--- config.mk ---
export PLATFORM = sky130hd
export DESIGN_NAME = mem_arbiter
export DESIGN_NICKNAME = d
export VERILOG_FILES = /design/src/rtl/mem_arb_pkg.sv /design/src/rtl/arb_timer.sv /design/src/rtl/mem_arbiter.sv
export SDC_FILE = /design/constraint.sdc
export NUM_CORES = 1
export LEC_CHECK = 0
export ABC_AREA = 1
export CORE_MARGIN = 4
export CORE_UTILIZATION = 29
export CTS_CLUSTER_SIZE = 14
export DETAILED_ROUTE_END_ITERATION = 8
export GPL_ROUTABILITY_DRIVEN = 0
export GPL_TIMING_DRIVEN = 0
export SETUP_SLACK_MARGIN = 0.2
export SKIP_CTS_REPAIR_TIMING = 1
export SLEW_MARGIN = 20
export SYNTH_ARGS = -nofsm -noshare
export SYNTH_HDL_FRONTEND = slang
export SYNTH_HIERARCHICAL = 1
export SYNTH_SLANG_ARGS = --single-unit
--- constraint.sdc ---
create_clock -name clk -period 7.75 [get_ports clk]
set_input_delay 1.55 -clock clk [delete_from_list [all_inputs] [get_ports clk]]
set_output_delay 1.55 -clock clk [all_outputs]
set_load 0.01 [all_outputs]
--- src/rtl/mem_arb_pkg.sv ---
// Shared types and defaults for the memory arbiter: FSM state encoding,
// default bus widths and the wait-counter width.
package mem_arb_pkg;

  localparam int ADDR_W_DEF = 32;
  localparam int DATA_W_DEF = 32;
  localparam int WAIT_W     = 8;

  typedef enum logic [1:0] {
    IDLE    = 2'd0,
    IF_BUSY = 2'd1,
    LS_BUSY = 2'd2
  } arb_state_t;

endpackage

--- src/rtl/arb_timer.sv ---
// Wait-cycle counter for the memory arbiter: cleared on grant, counts busy
// cycles without an ack, and flags when the count reaches the limit.
module arb_timer
  import mem_arb_pkg::*;
(
  input  logic              clk,
  input  logic              rst,
  input  logic              clear,
  input  logic              enable,
  input  logic [WAIT_W-1:0] limit,
  output logic              expired
);

  logic [WAIT_W-1:0] count_q, count_d;

  always_comb begin
    count_d = count_q;
    if (clear) begin
      count_d = '0;
    end else if (enable) begin
      count_d = count_q + 1'b1;
    end
  end

  always_ff @(posedge clk or posedge rst) begin
    if (rst) begin
      count_q <= '0;
    end else begin
      count_q <= count_d;
    end
  end

  assign expired = (count_q == limit);

endmodule

--- src/rtl/mem_arbiter.sv ---
// Two-requester (fetch, load/store) arbiter onto a single memory port with one
// outstanding access and a wait timeout. Define MEM_ARBITER_ROUND_ROBIN_EN to
// replace fixed ls-over-fetch priority with last-owner round robin.
module mem_arbiter
  import mem_arb_pkg::*;
#(
  parameter int ADDR_W  = ADDR_W_DEF,
  parameter int DATA_W  = DATA_W_DEF,
  parameter int TIMEOUT = 255
) (
  input  logic                clk,
  input  logic                rst,
  input  logic                if_req,
  input  logic [ADDR_W-1:0]   if_addr,
  output logic                if_gnt,
  output logic                if_rvalid,
  output logic [DATA_W-1:0]   if_rdata,
  input  logic                ls_req,
  input  logic                ls_we,
  input  logic [ADDR_W-1:0]   ls_addr,
  input  logic [DATA_W-1:0]   ls_wdata,
  input  logic [DATA_W/8-1:0] ls_wmask,
  output logic                ls_gnt,
  output logic                ls_rvalid,
  output logic [DATA_W-1:0]   ls_rdata,
  output logic                mem_req,
  output logic                mem_we,
  output logic [ADDR_W-1:0]   mem_addr,
  output logic [DATA_W-1:0]   mem_wdata,
  output logic [DATA_W/8-1:0] mem_wmask,
  input  logic                mem_ack,
  input  logic [DATA_W-1:0]   mem_rdata,
  output logic                stall,
  output logic                err
);

  localparam int MASK_W = DATA_W / 8;
  localparam logic [WAIT_W-1:0] LIMIT = WAIT_W'(TIMEOUT);

  arb_state_t          state_q, state_d;
  logic                mem_req_q, mem_req_d;
  logic                mem_we_q, mem_we_d;
  logic [ADDR_W-1:0]   mem_addr_q, mem_addr_d;
  logic [DATA_W-1:0]   mem_wdata_q, mem_wdata_d;
  logic [MASK_W-1:0]   mem_wmask_q, mem_wmask_d;
  logic                if_rvalid_q, if_rvalid_d;
  logic                ls_rvalid_q, ls_rvalid_d;
  logic [DATA_W-1:0]   if_rdata_q, if_rdata_d;
  logic [DATA_W-1:0]   ls_rdata_q, ls_rdata_d;
  logic                err_q, err_d;

  logic ls_wins;
  logic grant_if, grant_ls;
  logic busy, expired, timer_en;

`ifdef MEM_ARBITER_ROUND_ROBIN_EN
  // last_ls_q = 1 when load/store owned the most recent grant
  logic last_ls_q, last_ls_d;

  assign ls_wins = ls_req & (~if_req | ~last_ls_q);

  always_comb begin
    last_ls_d = last_ls_q;
    if (grant_ls) begin
      last_ls_d = 1'b1;
    end else if (grant_if) begin
      last_ls_d = 1'b0;
    end
  end

  always_ff @(posedge clk or posedge rst) begin
    if (rst) begin
      last_ls_q <= 1'b0;
    end else begin
      last_ls_q <= last_ls_d;
    end
  end
`else
  assign ls_wins = ls_req;
`endif

  // Grants are combinational so the winner sees them in the request cycle.
  assign grant_ls = (state_q == IDLE) & ~rst & ls_wins;
  assign grant_if = (state_q == IDLE) & ~rst & if_req & ~ls_wins;
  assign busy     = (state_q != IDLE);
  assign timer_en = busy & ~mem_ack & ~expired;

  arb_timer u_timer (
    .clk     (clk),
    .rst     (rst),
    .clear   (grant_if | grant_ls),
    .enable  (timer_en),
    .limit   (LIMIT),
    .expired (expired)
  );

  always_comb begin
    state_d     = state_q;
    mem_req_d   = mem_req_q;
    mem_we_d    = mem_we_q;
    mem_addr_d  = mem_addr_q;
    mem_wdata_d = mem_wdata_q;
    mem_wmask_d = mem_wmask_q;
    if_rvalid_d = 1'b0;
    ls_rvalid_d = 1'b0;
    if_rdata_d  = if_rdata_q;
    ls_rdata_d  = ls_rdata_q;
    err_d       = 1'b0;

    case (state_q)
      IDLE: begin
        if (grant_ls) begin
          state_d     = LS_BUSY;
          mem_req_d   = 1'b1;
          mem_we_d    = ls_we;
          mem_addr_d  = ls_addr;
          mem_wdata_d = ls_wdata;
          mem_wmask_d = ls_wmask;
        end else if (grant_if) begin
          state_d     = IF_BUSY;
          mem_req_d   = 1'b1;
          mem_we_d    = 1'b0;
          mem_addr_d  = if_addr;
          mem_wdata_d = '0;
          mem_wmask_d = '0;
        end
      end
      IF_BUSY, LS_BUSY: begin
        // An ack in the expiry cycle still completes the access normally.
        if (mem_ack || expired) begin
          state_d   = IDLE;
          mem_req_d = 1'b0;
          err_d     = ~mem_ack;
          if (state_q == IF_BUSY) begin
            if_rvalid_d = 1'b1;
            if_rdata_d  = mem_ack ? mem_rdata : '0;
          end else begin
            ls_rvalid_d = 1'b1;
            ls_rdata_d  = mem_ack ? mem_rdata : '0;
          end
        end
      end
      default: begin
        state_d = IDLE;
      end
    endcase
  end

  always_ff @(posedge clk or posedge rst) begin
    if (rst) begin
      state_q     <= IDLE;
      mem_req_q   <= 1'b0;
      mem_we_q    <= 1'b0;
      mem_addr_q  <= '0;
      mem_wdata_q <= '0;
      mem_wmask_q <= '0;
      if_rvalid_q <= 1'b0;
      ls_rvalid_q <= 1'b0;
      if_rdata_q  <= '0;
      ls_rdata_q  <= '0;
      err_q       <= 1'b0;
    end else begin
      state_q     <= state_d;
      mem_req_q   <= mem_req_d;
      mem_we_q    <= mem_we_d;
      mem_addr_q  <= mem_addr_d;
      mem_wdata_q <= mem_wdata_d;
      mem_wmask_q <= mem_wmask_d;
      if_rvalid_q <= if_rvalid_d;
      ls_rvalid_q <= ls_rvalid_d;
      if_rdata_q  <= if_rdata_d;
      ls_rdata_q  <= ls_rdata_d;
      err_q       <= err_d;
    end
  end

  assign if_gnt    = grant_if;
  assign ls_gnt    = grant_ls;
  assign if_rvalid = if_rvalid_q;
  assign ls_rvalid = ls_rvalid_q;
  assign if_rdata  = if_rdata_q;
  assign ls_rdata  = ls_rdata_q;
  assign mem_req   = mem_req_q;
  assign mem_we    = mem_we_q;
  assign mem_addr  = mem_addr_q;
  assign mem_wdata = mem_wdata_q;
  assign mem_wmask = mem_wmask_q;
  assign err       = err_q;
  assign stall     = (ls_req & ~grant_ls) | (state_q == LS_BUSY);

endmodule

==> metrics.log, run 1 <==
INFO  metric yosys.area_share.xor_xnor = 1.23%
INFO  metric routed-via-count = 6155
INFO  metric final_design_area_no_fill = 0.0102 mm^2
INFO  metric power.ir.vdd_worst = 122 uV
INFO  metric place_area = 0.00960 mm^2
INFO  metric final_net_count = 1216
INFO  metric synth.ff_latch_count = 147
INFO  metric leakagePower = 4.72 nW
INFO  metric power_density = 344 mW/mm^2
INFO  metric synth_area_in_simple_gates = 27.1%
INFO  metric tightest_slew = 0.595 ns
INFO  metric dominant_combinational_cell_family_by_area_after_synthesis = simple AND/OR/NAND/NOR gates
INFO  metric worst_path_clk_slew = 0.06 ns
INFO  metric worst_hold_startpoint = mem_req$_DFFE_PP0P_
INFO  metric setup_violations = 0
INFO  metric synth_area = 0.00643 mm^2
INFO  metric timing.rr.start = state_q[0]$_DFFE_PP0P_
INFO  metric portBuffers = 276
INFO  metric global_route.usage.total = 17.4%
INFO  metric grt_start_max_net_pins = 83
INFO  metric post_drt_via_cell_ratio = 4.51
INFO  metric placement_rows = 54
INFO  metric gate_count_of_the_mapped_netlist = 770
INFO  metric crit_path_start = rst
INFO  metric timing.final.max_slew_violations = 0
INFO  metric comb_power_share = 42.1%
INFO  metric clock.fmax = 172 MHz
INFO  metric via_count_of_the_first_global_routing_pass = 6029
INFO  metric postRouteAntennaNets = 0
INFO  metric ys_seq_area_share = 57.2%
INFO  metric complex_gate_fraction_of_the_synthesized_area = 8.22%
INFO  metric final.setup_skew = 0.0102 ns
INFO  metric dieArea = 0.0246 mm^2
INFO  metric clockRootBuffer = sky130_fd_sc_hd__clkbuf_16
INFO  metric global_route.overflow_total = 0
INFO  metric setup_total_negative_slack = 0 ns
INFO  metric unrepaired_setup_endpoints_after_global_routing = false
INFO  metric chipWidth = 157 um
INFO  metric grt_pass1_wl = 33.4 mm
INFO  metric hold_path_class = flop to flop
INFO  metric critical_path.max_fanout = 82
INFO  metric worstSkewPairLatency = 0.42 ns
INFO  metric muxShareOfSynthArea = 0%
INFO  metric cts-buffers-inserted = 17
INFO  metric multi_input_area = 0.00244 mm^2
INFO  metric slew_headroom = 60.0%
INFO  metric antenna_cells = 0
INFO  metric place.detailed.hpwl = 16.1 mm
INFO  metric share_clk_of_total_power = 22.6%
INFO  metric post_synth_fa_ha_maj_area_fraction = 0.974%
INFO  metric worst_setup_path_end_kind = output port
INFO  metric cell_internal_pwr = 2.26 mW
INFO  metric seqPwrFrac = 35.3%
INFO  metric tritoncts_num_sinks = 147
INFO  metric antenna_found_initial = 1
INFO  metric final_period_utilization = 75.2%
INFO  metric postSynthAreaPerCell = 8.35 um^2
INFO  metric count_of_different_cell_masters_after_synthesis = 26
INFO  metric initial_core_util = 29.4%
INFO  metric seq_area = 0.00368 mm^2
INFO  metric cts.htree.levels = 4
INFO  metric fillCellCount = 2201
INFO  metric area.growth.synth_to_final = 58.2%
INFO  metric outcome = complete, no violations
INFO  metric final_layout_size_suffix_gt1_share = 6.72%
INFO  metric remaining_drc_errors = 0
INFO  metric synthesis.yosys.warnings = 6
INFO  metric critical_path_arrival = 4.28 ns
INFO  metric tritoncts_clock_tree = done
INFO  metric drt-initial-drc-count = 276
INFO  metric die_h = 157 um
INFO  metric timing.critical_path.required = 6.20 ns
INFO  metric switching_share = 35.4%
INFO  metric top_level_ports = 278
INFO  metric final_common_cell = sky130_fd_sc_hd__nand2_1
INFO  metric report.final.hold_viol_count = 0
INFO  metric fin_ws = 1.92 ns
INFO  metric layout.cells.most_common_list = 361 x sky130_fd_sc_hd__nand2_1, 276 x sky130_fd_sc_hd__clkdlybuf4s50_1, 147 x sky130_fd_sc_hd__dfrtp_1, 88 x sky130_fd_sc_hd__o21ai_0, 40 x sky130_fd_sc_hd__nand3_1
INFO  metric dp_slack = 1.74 ns
INFO  metric timing.setup.critical_path_class = input pin to output port
INFO  metric maxCapViolations = 0
INFO  metric post-route-min-period = 5.83 ns
INFO  metric cts-root-to-sink-buffers = 2
INFO  metric drt_pre_antenna_iters = 5
INFO  metric wire_per_inst = 15.7 um
INFO  metric power_spent_charging_and_discharging_nets = 1.24 mW
INFO  metric worstSetupStartpointType = input pin
INFO  metric design.core.area = 0.0218 mm^2
INFO  metric detail_route.wirelength = 21.5 mm
## final cells by class
| cell class | count | share of cell area, % |
|---|---|---|
| repair buffers | 277 | 27.4 |
| plain buffers | 46 | 2.39 |
| clock inverters | 11 | 0.923 |
| flip-flops and latches | 147 | 36.2 |
| multi-input cells | 560 | 24.0 |
| clock buffers | 21 | 4.63 |
| inverters | 24 | 0.960 |
| well taps | 280 | 3.45 |
## registers in the layout, indices dropped and copies added (netlist names)
register         count
err                  1
if_rdata            32
if_rvalid            1
ls_rdata            32
ls_rvalid            1
mem_addr            32
mem_req              1
mem_wdata           32
mem_we               1
mem_wmask            4
state_q              2
u_timer/count_q      8
## worst max-delay path, stage by stage
cell and delay [ns]:
sky130_fd_sc_hd__clkdlybuf4s50_1 0.54, sky130_fd_sc_hd__inv_8 0.37, sky130_fd_sc_hd__buf_16 0.38, sky130_fd_sc_hd__nand3_2 0.26
sky130_fd_sc_hd__inv_2 0.24, sky130_fd_sc_hd__buf_2 0.30, sky130_fd_sc_hd__clkdlybuf4s50_1 0.59
## per-layer routing
layer / GRT usage (%) / vias to the layer above / part of all wire (%)
li1: - / 3038 / -
met1: 21.9 / 2825 / 42
met2: 27.9 / 270 / 45
met3: 6.80 / 20 / 11
met4: 5.12 / 2 / 1.3
met5: 0 / - / 0.060
## synth_stat cells
cell type	number	area, um^2
sky130_fd_sc_hd__nor2_2	2	12.5
sky130_fd_sc_hd__buf_6	2	22.5
sky130_fd_sc_hd__buf_4	8	60.1
sky130_fd_sc_hd__a21o_1	1	7.51
sky130_fd_sc_hd__nor2_1	17	63.8
sky130_fd_sc_hd__ha_1	5	62.6
sky130_fd_sc_hd__nand2_1	361	1360
sky130_fd_sc_hd__o21ai_1	15	75.1
sky130_fd_sc_hd__nand3_1	40	200
sky130_fd_sc_hd__nor2_4	3	33.8
sky130_fd_sc_hd__nand4_1	3	18.8
sky130_fd_sc_hd__clkbuf_1	16	60.1
sky130_fd_sc_hd__dfrtp_1	147	3680
sky130_fd_sc_hd__buf_2	16	80.1
sky130_fd_sc_hd__inv_1	22	82.6
sky130_fd_sc_hd__nor3_1	2	10.0
sky130_fd_sc_hd__a21oi_1	1	5.00
sky130_fd_sc_hd__xor2_1	8	70.1
sky130_fd_sc_hd__inv_2	2	7.51
sky130_fd_sc_hd__xnor2_1	1	8.76
sky130_fd_sc_hd__nand2_4	2	22.5
sky130_fd_sc_hd__conb_1	1	3.75
sky130_fd_sc_hd__nand3_2	1	10.0
sky130_fd_sc_hd__nor3b_1	2	15.0
sky130_fd_sc_hd__clkbuf_2	4	20.0
sky130_fd_sc_hd__o21ai_0	88	440
## worst paths after layout
| check | end | slack, ns | depth (start not counted) |
|---|---|---|---|
| setup / recovery | ls_gnt | 1.92 | 7 |
| hold / removal | mem_req$_DFFE_PP0P_ | 0.48 | 2 |
| setup reg to reg | u_timer/count_q[4]$_DFFE_PP0P_ | 5.57 | 11 |
| hold reg to reg | mem_req$_DFFE_PP0P_ | 0.48 | 2 |
| max in group asynchronous | if_rdata[7]$_DFFE_PP0P_ | 5.36 | 3 |
| min in group asynchronous | u_timer/count_q[4]$_DFFE_PP0P_ | 1.59 | 2 |
## cell families after synthesis
group / after synthesis
AOI/OAI and AO/OA: 105
DFF: 147
other: 1
adders and majority gates: 5
and+or+nand+nor: 433
buffers and inverters: 70
xor gates and xnor gates: 9
## power groups by stage
| stage | clock network (mW) | registers [mW] | logic, mW |
|---|---|---|---|
| 3_3_place_gp | 0 | 1.24 | 1.49 |
| 4_1_cts | 0.822 | 1.24 | 1.50 |
| 6_report | 0.792 | 1.24 | 1.47 |
| 5_1_grt | 0.855 | 1.27 | 1.62 |
| 2_1_floorplan | 0 | 1.37 | 0.490 |
| 3_5_place_dp | 0 | 1.24 | 1.50 |
## per-stage QoR
step | cells | utilization (%) | power [mW] | hold slack (ns)
finish | 1366 | 46.6 | 3.50 | 0.475
global route | 1366 | 46.6 | 3.75 | 0.490
CTS | 1366 | 46.6 | 3.56 | 0.482
detailed placement | 1334 | 44.0 | 2.74 | 0.465
global placement | 1333 | 43.8 | 2.72 | 0.462
floorplan | 777 | - | 1.86 | 0.467
(Power assumes the default switching activity.)
==> run 2: changes to the inputs <==
- clock period: 7.75 -> 5.15 ns (I/O delays scaled with it)
==> metrics.log, run 2 (synthesis results as in run 1) <==
INFO  metric outcome = complete, no violations
INFO  metric layout.cells.most_common_list = 361 x sky130_fd_sc_hd__nand2_1, 276 x sky130_fd_sc_hd__clkdlybuf4s50_1, 147 x sky130_fd_sc_hd__dfrtp_1, 88 x sky130_fd_sc_hd__o21ai_0, 40 x sky130_fd_sc_hd__nand3_1
INFO  metric dieArea = 0.0246 mm^2
INFO  metric detail_route.wirelength = 21.2 mm
INFO  metric design.core.area = 0.0218 mm^2
INFO  metric final.setup_skew = 0.00765 ns
INFO  metric final_layout_size_suffix_gt1_share = 6.89%
INFO  metric layout.cells.non_filler = 1368
INFO  metric worst_path_clk_slew = 0.06 ns
INFO  metric final_period_utilization = 89.1%
INFO  metric post_drt_via_cell_ratio = 4.42
INFO  metric hold_path_class = flop to flop
INFO  metric die_h = 157 um
INFO  metric report.final.hold_viol_count = 0
INFO  metric timing.reg2reg.setup_slack = 2.92 ns
INFO  metric place.detailed.hpwl = 16.2 mm
INFO  metric cts-root-to-sink-buffers = 2
INFO  metric final_net_count = 1220
INFO  metric grt_use_met1 = 21.8%
INFO  metric leakagePower = 4.77 nW
INFO  metric endpoint = ls_gnt
INFO  metric critical_path.max_fanout = 27
INFO  metric via_count_of_the_first_global_routing_pass = 6045
INFO  metric timing.critical_path.required = 4.12 ns
INFO  metric grt_use_met3 = 7.38%
INFO  metric drt_pre_antenna_iters = 4
INFO  metric maxCapViolations = 0
INFO  metric globalRouteMet2Util = 27.5%
INFO  metric multi_input_area = 0.00244 mm^2
INFO  metric worstSkewPairLatency = 0.41 ns
INFO  metric grt_pass1_wl = 33.3 mm
INFO  metric postRouteAntennaNets = 0
INFO  metric fin_ws = 0.562 ns
INFO  metric wire_per_inst = 15.5 um
INFO  metric unrepaired_setup_endpoints_after_global_routing = false
INFO  metric final_common_cell = sky130_fd_sc_hd__nand2_1
INFO  metric dp_slack = 0.438 ns
INFO  metric worstSetupStartpointType = input pin
INFO  metric slew_headroom = 55.9%
INFO  metric fillCellCount = 2147
INFO  metric seq_area = 0.00368 mm^2
INFO  metric cts.htree.levels = 4
INFO  metric clockRootBuffer = sky130_fd_sc_hd__clkbuf_16
INFO  metric portBuffers = 276
INFO  metric placement_rows = 54
INFO  metric area.growth.synth_to_final = 60.1%
INFO  metric place_area = 0.00968 mm^2
INFO  metric timing.rr.start = state_q[0]$_DFFE_PP0P_
INFO  metric place.detailed.instances = 1338
INFO  metric clock.fmax = 218 MHz
INFO  metric final_design_area_no_fill = 0.0103 mm^2
INFO  metric r2r_end = u_timer/count_q[4]$_DFFE_PP0P_
INFO  metric chipWidth = 157 um
INFO  metric cts-buffers-inserted = 17
INFO  metric power_density = 523 mW/mm^2
INFO  metric top_level_ports = 278
INFO  metric timing.setup.critical_path_class = input pin to output port
INFO  metric antenna_cells = 0
INFO  metric routed-via-count = 6042
INFO  metric tritoncts_clock_tree = done
INFO  metric timing.final.max_slew_violations = 0
INFO  metric worst_setup_path_end_kind = output port
INFO  metric fin_total_pwr = 5.38 mW
INFO  metric drt-initial-drc-count = 260
INFO  metric top_usage_layer = met2
INFO  metric remaining_drc_errors = 0
INFO  metric setup_total_negative_slack = 0 ns
INFO  metric crit_path_start = rst
INFO  metric r2r_cells = 12
INFO  metric critical_path_arrival = 3.56 ns
INFO  metric setup_violations = 0
INFO  metric tritoncts_num_sinks = 147
INFO  metric global_route.overflow_total = 0
INFO  metric antenna_found_initial = 0
INFO  metric initial_core_util = 29.4%
INFO  metric power.ir.vdd_worst = 174 uV
INFO  metric tightest_slew = 0.657 ns
INFO  metric post-route-min-period = 4.59 ns
INFO  metric grt_start_max_net_pins = 34
INFO  metric global_route.usage.total = 17.3%
[run 2: metrics by stage]
stage               hold WS (ns)  utilization (%)
global route               0.492             47.1
floorplan                  0.467                -
finish                     0.480             47.1
global placement           0.462             43.8
CTS                        0.482             47.1
detailed placement         0.464             44.3
[run 2: per-layer routing]
layer	vias up	routed length (um)
li1	3035	-
met1	2750	8840
met2	242	9530
met3	15	2580
met4	0	226
met5	-	0
[run 2: worst max-delay path, stage by stage]
cell                              delay (ns)
sky130_fd_sc_hd__clkdlybuf4s50_1        0.48
sky130_fd_sc_hd__clkinvlp_4             0.26
sky130_fd_sc_hd__buf_12                 0.23
sky130_fd_sc_hd__buf_12                 0.22
sky130_fd_sc_hd__nand3_2                0.20
sky130_fd_sc_hd__inv_2                  0.24
sky130_fd_sc_hd__buf_2                  0.30
sky130_fd_sc_hd__clkdlybuf4s50_1        0.58
[run 2: cell type report]
class | instances | area share [%]
Buffer | 46 | 2.36
Tap cell | 280 | 3.41
Multi-Input combinational cell | 560 | 23.7
Timing Repair Buffer | 281 | 27.9
Clock inverter | 12 | 1.78
Clock buffer | 18 | 4.17
Inverter | 24 | 0.912
Sequential cell | 147 | 35.8
[run 2: worst min path at each step]
| stage | slack (ns) | start | endpoint | depth (start not counted) |
|---|---|---|---|---|
| finish | 0.48 | mem_addr[2]$_DFFE_PP0P_ | mem_addr[2]$_DFFE_PP0P_ | 2 |
| floorplan | 0.47 | state_q[1]$_DFFE_PP0P_ | state_q[1]$_DFFE_PP0P_ | 2 |
| CTS | 0.48 | mem_addr[2]$_DFFE_PP0P_ | mem_addr[2]$_DFFE_PP0P_ | 2 |
| detailed placement | 0.46 | mem_addr[2]$_DFFE_PP0P_ | mem_addr[2]$_DFFE_PP0P_ | 2 |
| global placement | 0.46 | mem_addr[12]$_DFFE_PP0P_ | mem_addr[12]$_DFFE_PP0P_ | 2 |
| global route | 0.49 | mem_addr[7]$_DFFE_PP0P_ | mem_addr[7]$_DFFE_PP0P_ | 2 |
[run 2: power by group]
part / internal (mW) / switching [mW] / total (mW)
clock: 0.810 / 0.505 / 1.31
sequential: 1.60 / 0.250 / 1.85
combinational: 1.14 / 1.07 / 2.21
==> run 3: changes to the inputs <==
- CORE_ASPECT_RATIO: not set -> 0.75
- SETUP_SLACK_MARGIN: 0.2 -> 0.02
- clock period: 5.15 -> 5.96 ns (I/O delays scaled with it)
==> metrics.log, run 3 (synthesis results as in run 1) <==
INFO  metric outcome = complete, no violations
INFO  metric grt_use_met1 = 23.8%
INFO  metric routed-via-count = 6166
INFO  metric fin_hold_ws = 0.474 ns
INFO  metric leakagePower = 4.77 nW
INFO  metric design.core.area = 0.0215 mm^2
INFO  metric globalRouteMet2Util = 27.1%
INFO  metric final_common_cell = sky130_fd_sc_hd__nand2_1
INFO  metric area.growth.synth_to_final = 59.9%
INFO  metric detail_route.wirelength = 21.9 mm
INFO  metric tritoncts_num_sinks = 147
INFO  metric power_density = 447 mW/mm^2
INFO  metric worst_path_clk_slew = 0.06 ns
INFO  metric grt_start_max_net_pins = 33
INFO  metric wire_per_inst = 15.9 um
INFO  metric layout.cells.most_common_list = 361 x sky130_fd_sc_hd__nand2_1, 276 x sky130_fd_sc_hd__clkdlybuf4s50_1, 147 x sky130_fd_sc_hd__dfrtp_1, 88 x sky130_fd_sc_hd__o21ai_0, 40 x sky130_fd_sc_hd__nand3_1
INFO  metric fin_ws = 1.02 ns
INFO  metric timing.critical_path.slowest_stage_cell = sky130_fd_sc_hd__clkdlybuf4s50_1
INFO  metric crit_path_start = rst
INFO  metric clockRootBuffer = sky130_fd_sc_hd__clkbuf_16
INFO  metric crit_path_max_incr_delay = 0.59 ns
INFO  metric cts-root-to-sink-buffers = 2
INFO  metric maxCapViolations = 0
INFO  metric fillCellCount = 2083
INFO  metric tightest_slew = 0.666 ns
INFO  metric cts.htree.levels = 4
INFO  metric worst_setup_path_end_kind = output port
INFO  metric placement_rows = 46
INFO  metric hold_path_class = flop to flop
INFO  metric timing.final.max_slew_violations = 0
INFO  metric power.ir.vdd_worst = 192 uV
INFO  metric antenna_found_initial = 1
INFO  metric timing.rr.start = state_q[0]$_DFFE_PP0P_
INFO  metric final.setup_skew = 0.0116 ns
INFO  metric critical_path.max_fanout = 25
INFO  metric layout.cells.non_filler = 1378
INFO  metric postRouteAntennaNets = 0
INFO  metric chipWidth = 180 um
INFO  metric top_usage_layer = met2
INFO  metric post-route-min-period = 4.94 ns
INFO  metric post_drt_via_cell_ratio = 4.47
INFO  metric fin_total_pwr = 4.60 mW
INFO  metric drt_pre_antenna_iters = 4
INFO  metric die_h = 137 um
INFO  metric final_layout_size_suffix_gt1_share = 7.16%
INFO  metric remaining_drc_errors = 0
INFO  metric global_route.usage.total = 17.7%
INFO  metric setup_violations = 0
INFO  metric cts-buffers-inserted = 17
INFO  metric report.final.hold_viol_count = 0
INFO  metric worstSetupStartpointType = input pin
INFO  metric final_net_count = 1220
INFO  metric dp_slack = 0.907 ns
INFO  metric setup_total_negative_slack = 0 ns
INFO  metric antenna_cells = 0
INFO  metric unrepaired_setup_endpoints_after_global_routing = false
INFO  metric grt_pass1_wl = 34.2 mm
INFO  metric portBuffers = 276
INFO  metric dieArea = 0.0246 mm^2
INFO  metric tritoncts_clock_tree = done
INFO  metric initial_core_util = 29.9%
INFO  metric crit_chain = clkdlybuf4s50_1 > clkinvlp_4 > nand3_2 > inv_2 > buf_2 > clkdlybuf4s50_1
INFO  metric global_route.overflow_total = 0
INFO  metric place.detailed.hpwl = 16.5 mm
INFO  metric final_period_utilization = 82.9%
INFO  metric via_count_of_the_first_global_routing_pass = 6131
INFO  metric clock.fmax = 202 MHz
INFO  metric worst_hold_startpoint = mem_req$_DFFE_PP0P_
INFO  metric timing.setup.critical_path_class = input pin to output port
INFO  metric drt-initial-drc-count = 306
INFO  metric worst_path_most_repeated_cell = sky130_fd_sc_hd__clkdlybuf4s50_1
INFO  metric grt_use_met3 = 6.93%
INFO  metric place.detailed.instances = 1346
INFO  metric worstSkewPairLatency = 0.43 ns
INFO  metric critical_path_arrival = 3.75 ns
INFO  metric timing.critical_path.required = 4.77 ns
INFO  metric top_level_ports = 278
INFO  metric slew_headroom = 55.3%
[run 3: where the power goes]
| group | internal, mW | switching [mW] | total (mW) |
|---|---|---|---|
| Sequential | 1.38 | 0.232 | 1.62 |
| Combinational | 0.987 | 0.940 | 1.93 |
| Clock | 0.567 | 0.489 | 1.06 |
[run 3: worst max-delay path, delay by kind of cell]
family | cells | cell delay [ns]
AND/OR/NAND/NOR | 1 | 0.37
buffers and inverters | 5 | 2.15
[run 3: final timing paths]
check                                                  to  slack, ns  cells after the start
hold / removal                        mem_req$_DFFE_PP0P_       0.47                      2
min in group asynchronous  u_timer/count_q[1]$_DFFE_PP0P_       1.15                      2
setup / recovery                                   ls_gnt       1.02                      6
hold reg to reg                       mem_req$_DFFE_PP0P_       0.47                      2
max in group asynchronous        mem_addr[18]$_DFFE_PP0P_       3.93                      4
setup reg to reg           u_timer/count_q[4]$_DFFE_PP0P_       3.70                     12
[run 3: per-stage QoR]
stage | util [%] | cell area (um^2)
4_1_cts | 47.9 | 10300
3_5_place_dp | 45.2 | 9690
5_1_grt | 47.9 | 10300
6_report | 47.9 | 10300
2_1_floorplan | - | 6460
3_3_place_gp | 44.6 | 9580
[run 3: cell type report]
class	instances	area, um^2	share of cell area, %
buffer	46	243	2.36
clock buffer	18	439	4.27
clock inverter	14	144	1.40
inverter	24	93.8	0.913
multi-input combinational	560	2440	23.8
sequential	147	3680	35.8
tap	288	360	3.51
timing repair buffer	281	2880	28.0
[run 3: metal layers]
layer | wire, um | vias to the layer above
met4 | 173 | 2
met1 | 10100 | 2863
met3 | 2020 | 12
met5 | 8 | -
li1 | - | 3052
met2 | 9670 | 237
